===== src/rtl/core_pkg.sv =====
// Shared definitions for the nandgameplus core: sequencer states,
// instruction field positions and the default reset program counter.
package core_pkg;

   typedef enum logic [1:0] {
      IDLE  = 2'd0,
      FETCH = 2'd1,
      EXEC  = 2'd2
   } seq_state_t;

   // Bit 15 separates compute instructions (1) from immediate loads (0)
   localparam int INSTR_COMPUTE_BIT = 15;

   // Jump condition bits inside a compute instruction
   localparam int JMP_LT_BIT = 2;
   localparam int JMP_EQ_BIT = 1;
   localparam int JMP_GT_BIT = 0;

   localparam logic [15:0] DEFAULT_RESET_PC = 16'h0000;

endpackage


===== src/rtl/core_sequencer_jump_cond.sv =====
// Combinational jump resolution. It tests the ALU result as a signed value
// against the three jump-condition bits of a compute instruction. It is kept
// standalone so the pipelined core can reuse it.
module jump_cond (
   input  logic [15:0] alu_x,
   input  logic        j_lt,
   input  logic        j_eq,
   input  logic        j_gt,
   input  logic        compute,
   output logic        take
);

   logic is_neg;
   logic is_zero;
   logic is_pos;

   // Classify alu_x as negative, zero or positive, then match against the jump bits
   always_comb begin
      is_neg  = alu_x[15];
      is_zero = (alu_x == 16'h0000);
      is_pos  = !is_neg && !is_zero;
      take    = compute && ((j_lt && is_neg) || (j_eq && is_zero) || (j_gt && is_pos));
   end

endmodule


===== src/rtl/core_sequencer.sv =====
// Fetch/execute controller for the nandgameplus core. It fetches one
// instruction over a req/ack handshake and executes it for a single cycle.
// It also owns the program counter and the retired-instruction counter.
module core_sequencer
   import core_pkg::*;
#(
   parameter int              PC_W     = 16,
   parameter logic [PC_W-1:0] RESET_PC = PC_W'(DEFAULT_RESET_PC)
) (
   input  logic            clk,
   input  logic            rst_n,
   input  logic            run_i,
   output logic            imem_req,
   output logic [PC_W-1:0] imem_addr,
   input  logic            imem_ack,
   input  logic [15:0]     imem_rdata,
   output logic [15:0]     instr_o,
   output logic            instr_valid,
   output logic            reg_we,
   input  logic [15:0]     alu_x,
   input  logic [15:0]     jump_target,
   output logic [PC_W-1:0] pc_o,
   output logic [15:0]     retired_o,
   output logic            busy_o
);

   seq_state_t      state_q, state_d;
   logic [PC_W-1:0] pc_q, pc_d;
   logic [15:0]     instr_q, instr_d;
   logic [15:0]     retired_q, retired_d;
   logic            take;

   jump_cond u_jump_cond (
      .alu_x   (alu_x),
      .j_lt    (instr_q[JMP_LT_BIT]),
      .j_eq    (instr_q[JMP_EQ_BIT]),
      .j_gt    (instr_q[JMP_GT_BIT]),
      .compute (instr_q[INSTR_COMPUTE_BIT]),
      .take    (take)
   );

   // Next-state logic. An instruction is latched on ack in FETCH.
   // EXEC retires it and advances or redirects the program counter.
   always_comb begin
      state_d   = state_q;
      pc_d      = pc_q;
      instr_d   = instr_q;
      retired_d = retired_q;
      case (state_q)
         IDLE: begin
            if (run_i) state_d = FETCH;
         end
         FETCH: begin
            if (imem_ack) begin
               instr_d = imem_rdata;
               state_d = EXEC;
            end
         end
         EXEC: begin
            retired_d = retired_q + 16'd1;
            pc_d      = take ? PC_W'(jump_target) : pc_q + PC_W'(1);
            state_d   = run_i ? FETCH : IDLE;
         end
         default: state_d = IDLE;
      endcase
   end

   // State registers with asynchronous active-low reset
   always_ff @(posedge clk or negedge rst_n) begin
      if (!rst_n) begin
         state_q   <= IDLE;
         pc_q      <= RESET_PC;
         instr_q   <= 16'h0000;
         retired_q <= 16'h0000;
      end else begin
         state_q   <= state_d;
         pc_q      <= pc_d;
         instr_q   <= instr_d;
         retired_q <= retired_d;
      end
   end

   // Strobes decode only the state flop, so they stay glitch-free and drop with reset
   assign imem_req    = (state_q == FETCH);
   assign instr_valid = (state_q == EXEC);
   assign reg_we      = (state_q == EXEC);
   assign busy_o      = (state_q != IDLE);
   assign imem_addr   = pc_q;
   assign pc_o        = pc_q;
   assign instr_o     = instr_q;
   assign retired_o   = retired_q;

endmodule


===== config.mk =====
export PLATFORM = sky130hd
export DESIGN_NAME = core_sequencer
export DESIGN_NICKNAME = d
export VERILOG_FILES = /design/src/rtl/core_pkg.sv /design/src/rtl/core_sequencer_jump_cond.sv /design/src/rtl/core_sequencer.sv
export SDC_FILE = /design/constraint.sdc
export NUM_CORES = 1
export LEC_CHECK = 0
export CAP_MARGIN = 20
export CORE_ASPECT_RATIO = 2
export CORE_MARGIN = 8
export CORE_UTILIZATION = 28
export DETAILED_ROUTE_END_ITERATION = 10
export PLACE_DENSITY = 0.59
export SYNTH_ARGS = -nofsm -noshare
export SYNTH_HDL_FRONTEND = slang
export SYNTH_SLANG_ARGS = --single-unit

===== constraint.sdc =====
create_clock -name clk -period 4.31 [get_ports clk]
set_clock_uncertainty 0.1 [all_clocks]
set_input_delay 0.431 -clock clk [delete_from_list [all_inputs] [get_ports clk]]
set_output_delay 0.431 -clock clk [all_outputs]
set_load 0.01 [all_outputs]

# Word level (Yosys, flattened, before mapping)
# Index checks and enable logic that the tools add are counted.
# totals
ff_bits	50
in_bits	52
# classes
muxes	5
n_addsub	2
n_eq_ne	4
n_reduce_logical	14
# ops
cell	n
adder 16 x 1 -> 16 bit (second input constant)	2
logical NOT 16 bit	1
two-way mux 16 bit	1
case mux 2 bit (3 select lines)	1
logical AND 1 bit	5
two-way mux 2 bit	2
AND reduction 2 bit	2
equality test 2 x 1 -> 1 bit (second input constant)	1
equality test 2 bit (second input constant)	1
logical NOT 1 bit	2
logical NOT 2 bit	1
logical OR 1 bit	2
inequality test 2 x 1 -> 1 bit (second input constant)	1
inequality test 2 bit (second input constant)	1
nonzero test 2 bit	1
two-way mux 1 bit	1

# Depth between registers and ports, before layout
# logic_depth
ltp_word	7
ltp_mapped	7

# Cells and area by module
# From an unflattened synthesis, not the netlist that was laid out.
# hier_totals
cells_unflattened	252
area_unflattened_um2	2603.7
# by_module_without_submodules
mod	seq_area_each_um2	cells_per_inst	area_per_inst_um2	n_inst
core_sequencer	1251.2	243	2528.7	1
jump_cond	0.0	9	75.1	1

# Worst setup path after synthesis
# Ideal clock, no wire load.
# synth_path
kind	input-to-reg
from	in alu_x[11]
to	reg pc_q[12], in the netlist imem_addr[12]
arrival_time_ns	1.672
setup_ns	0.127
path_stages	7
setup_slack_ns	2.411
t_required_ns	4.083
cell_sequence	nor4_1 nand4_1 mux2_4 buf_6 buf_8 o211ai_2 nand3_1
# synth_via
elab_chain_len	7
elab_cells_between_ends	9
cone_classes	mux: 1; reduce/logical: 8
# synth_rtl
item	line	rtl
start: declaration	core_sequencer.sv:20	input logic [15:0] alu_x,
logical NOT 16 bit (*)	core_sequencer_jump_cond.sv:20	is_zero = (alu_x == 16'h0000);
logical NOT 1 bit	core_sequencer_jump_cond.sv:21	is_pos = !is_neg && !is_zero;
logical AND 1 bit	core_sequencer_jump_cond.sv:21	
logical AND 1 bit	core_sequencer_jump_cond.sv:22	take = compute && ((j_lt && is_neg) || (j_eq && is_zero) || (j_gt && is_pos));
logical OR 1 bit (*)	core_sequencer_jump_cond.sv:22	
logical AND 1 bit (*)	core_sequencer_jump_cond.sv:22	
two-way mux 16 bit (*)	core_sequencer.sv:61	pc_d = take ? PC_W'(jump_target) : pc_q + PC_W'(1);
end signal: assignment	core_sequencer.sv:77	pc_q <= pc_d;
end: declaration	core_sequencer.sv:28	logic [PC_W-1:0] pc_q, pc_d;
# Every way passes the cells marked *; elsewhere a longest branch is shown, timed or not.
# A chain may end at the register's enable or synchronous reset.

# Worst setup path after layout
# layout_path
from	reg state_q[0]
to	out instr_valid
# layout_via
elab_chain_len	1
# layout_rtl
item	line	rtl
start: declaration	core_sequencer.sv:27	seq_state_t state_q, state_d;
start signal: assignment	core_sequencer.sv:76	state_q <= state_d;
equality test 2 bit	core_sequencer.sv:85	assign instr_valid = (state_q == EXEC);
end: declaration	core_sequencer.sv:18	output logic instr_valid,
# Every way passes these cells.

==> flow_summary_export.csv <==
group,metric,value,unit
outcome,status,"finished, final reports clean",
detailed_routing,drtPass1Iterations,5,
pwr,powerDensity,507,nW/um^2
logic_synthesis,async_flop_share,1.00,
clock_tree,clk_pin_slew,0.07,ns
global_routing,grt_start_max_net_pins,51,
detailed_routing,drt_iter0_markers,43,
detailed_routing,viasPerCell,4.98,
place,gp_congestion,0.767,
cells_and_area,ff_latch_area,1250,sq um
floorplan,top_level_ports,120,
detailed_routing,drt_wl_total,7.69,mm
logic_synthesis,synthAdderAreaFrac,0.00941,
pwr,p_comb_frac,0.401,
clock_tree,clock_latency,0.29,ns
logic_synthesis,synth.yosys.seq_area_share,0.470,
clock_tree,cts_made_buffers,5,
cells_and_area,drive_gt1_frac,0.126,
cells_and_area,antenna_cells,0,
sta,setup_ws,1.57,ns
worst_setup_path,crit_top_cell,"buf_4",
logic_synthesis,synthCells,249,
logic_synthesis,synth_edf_count,0,
hold_path,worstHoldPathType,"input port to async pin",
cells_and_area,syn_to_final_growth,47.7,%
floorplan,start_util,0.285,
run,cap_violations,0,
floorplan,die_h,154,um
detailed_routing,drc,0,
worst_setup_path,worstSetupStartpointType,"register",
worst_setup_path,crit_path_top_delay_cell,"clkdlybuf4s50_1",
worst_setup_path,arrival,2.21,ns
sta,relSlewSlack,0.470,
worst_setup_path,worstSetupPathType,"register to output pin",
detailed_routing,wl_per_cell,17.0,um
place,dp_hpwl,5.93,mm
place,io_buffers,119,
pwr,switching_share,0.326,
global_routing,grt_pass1_vias,2439,
pwr,p_int,1.34,mW
cells_and_area,final_common_cell,"clkdlybuf4s50_1",
sta,fin_tns_setup,0,ns
logic_synthesis,yosysWarnings,0,
logic_synthesis,avgSynthCellArea,10.7,sq um
worst_setup_path,required,3.78,ns
floorplan,coreArea,9320,sq um
global_routing,antenna_found_initial,0,
logic_synthesis,yosys.area_share.simple,0.194,
logic_synthesis,synth-xor-area-share,0.0494,
floorplan,num_rows,50,
logic_synthesis,netlist.area_leader.share,0.470,
sta,finalSetupViolations,0,
logic_synthesis,synth.area.mux_share,0.102,
logic_synthesis,ys_types,52,
worst_setup_path,slowest_delay,0.50,ns
logic_synthesis,synth_compound_area_frac,0.0795,
pwr,irDropWorstVdd,0.232,mV
detailed_routing,via_count,2250,
logic_synthesis,synth_top_family_by_area,"simple AND/OR/NAND/NOR gates",
sta,fmax,365,MHz
worst_setup_path,crit_chain,"nand2b_1 > buf_4 > clkinv_1 > buf_4 > clkdlybuf4s50_1",
sta,rsz0062_at_grt,"false",
cells_and_area,final_cell_mix,"clkdlybuf4s50_1, dfrtp_1, nand2_1",
logic_synthesis,synth-seq-cells,50,
sta,hold_viol,0,
global_routing,grt_pass1_wl,12.4,mm
logic_synthesis,syn-num-nets,303,
clock_tree,clk_path_buf_depth,2,
sta,final.min_clock_period,2.74,ns
clock_tree,htree_levels,2,
clock_tree,post-cts-setup-buffers,0,
logic_synthesis,netlist_top_cells_area,"dfrtp_1, mux2_2, buf_4, xnor2_1, nand3_1",
worst_setup_path,worst_setup_path_end_kind,"output pin",
clock_tree,cts-hold-fix-buffers,0,
clock_tree,ctsResizeCount,0,
logic_synthesis,synth_area_leader_cell,"dfrtp_1",
cells_and_area,fin_nets,401,
pwr,p_switching,0.649,mW
floorplan,die_x,84.9,um
global_routing,grt_util_all_layers,0.120,
pwr,p_seq_frac,0.370,
pwr,p_clk_frac,0.229,
logic_synthesis,synth_area,2660,sq um
detailed_routing,detail-route-antenna-nets,0,
floorplan,die_area,13100,sq um
cells_and_area,fill_cells,907,
sta,drv_slew,0,
clock_tree,clock-sinks,50,
cells_and_area,multi_input_area,1150,sq um
sta,whs,0.141,ns
clock_tree,cts_tree,"built",
clock_tree,root_buffer,"clkbuf_16",
place,dp_worst_setup_slack,1.56,ns
logic_synthesis,synth_ff_type,"dfrtp_1",
global_routing,overflow,0,
pwr,p_leak,1.62,nW
sta,period_share,0.635,
worst_setup_path,cp_max_fo,20,
sta,worstMarginPinSlew,0.779,ns
worst_setup_path,rr_worst_depth,6,
-- layer usage --
layer | up-vias | track usage | share of wire
li1 | 1058 | - | -
met1 | 1098 | 0.103 | 0.33
met2 | 88 | 0.237 | 0.56
met3 | 6 | 0.0491 | 0.091
met4 | 0 | 0.0411 | 0.013
met5 | - | 0 | 0
-- worst paths after layout --
| kind | startpoint | slack (ns) | endpoint |
|---|---|---|---|
| setup / recovery | state_q[0] | 1.57 | instr_valid |
| hold / removal | rst_n | 0.14 | imem_addr[6] |
| setup reg to reg | imem_addr[1] | 2.16 | imem_addr[12] |
| hold reg to reg | retired_o[15] | 0.38 | retired_o[15] |
| max in group asynchronous | rst_n | 3.50 | imem_addr[10] |
| min in group clk | retired_o[15] | 0.38 | retired_o[15] |
-- cell families after synthesis --
kind of cell	Yosys count
xor+xnor	15
simple gates	94
buf+inv	35
fa+ha+maj	2
flops	50
compound gates	29
mux	24
-- registers in the layout, indices dropped and copies added, names as in the netlist --
name	flops
imem_addr	16
instr_o	16
retired_o	16
state_q	2
-- power by group through the flow --
| stage | clock network, mW | registers, mW | logic [mW] |
|---|---|---|---|
| 6_report | 0.456 | 0.738 | 0.798 |
| 5_1_grt | 0.492 | 0.760 | 0.863 |
| 4_1_cts | 0.478 | 0.740 | 0.816 |
| 3_5_place_dp | 0 | 0.748 | 0.814 |
| 3_3_place_gp | 0 | 0.741 | 0.808 |
| 2_1_floorplan | 0 | 0.758 | 0.406 |
-- layout make-up --
type | instances | area share
inverters | 4 | 0.00382
clock inverters | 3 | 0.0111
repair buffers | 122 | 0.308
multi-input cells | 164 | 0.294
clock buffers | 5 | 0.0318
well taps | 104 | 0.0331
flip-flops and latches | 50 | 0.318
-- cell usage after synthesis, types with 3 or more instances --
| cell type | instances |
|---|---|
| and3_1 | 4 |
| mux2_2 | 17 |
| nor2_1 | 11 |
| mux2i_1 | 5 |
| inv_1 | 3 |
| dfrtp_1 | 50 |
| buf_4 | 24 |
| nand4_1 | 8 |
| nor3_1 | 9 |
| a21oi_1 | 7 |
| a2bb2oi_1 | 4 |
| o21ai_0 | 3 |
| xnor2_1 | 12 |
| xor2_1 | 3 |
| nand2_1 | 20 |
| and4_1 | 4 |
| nand3_1 | 18 |
| nor4_1 | 3 |
-- through the flow --
step | area (sq um) | instances | utilization | power (mW)
final | 3930 | 452 | 0.421 | 1.99
after detailed placement | 3760 | 444 | 0.403 | 1.56
after global placement | 3760 | 444 | 0.403 | 1.55
after CTS | 3930 | 452 | 0.421 | 2.03
after global routing | 3930 | 452 | 0.421 | 2.11
after floorplan | 2660 | 249 | - | 1.16
-- worst max-delay path, delay by kind of cell, from the launching register on --
family / cells / cell delay (ns)
buf+inv: 4 / 1.39
flops: 1 / 0.40
simple gates: 1 / 0.12
Power figures use the tool's default switching activity.
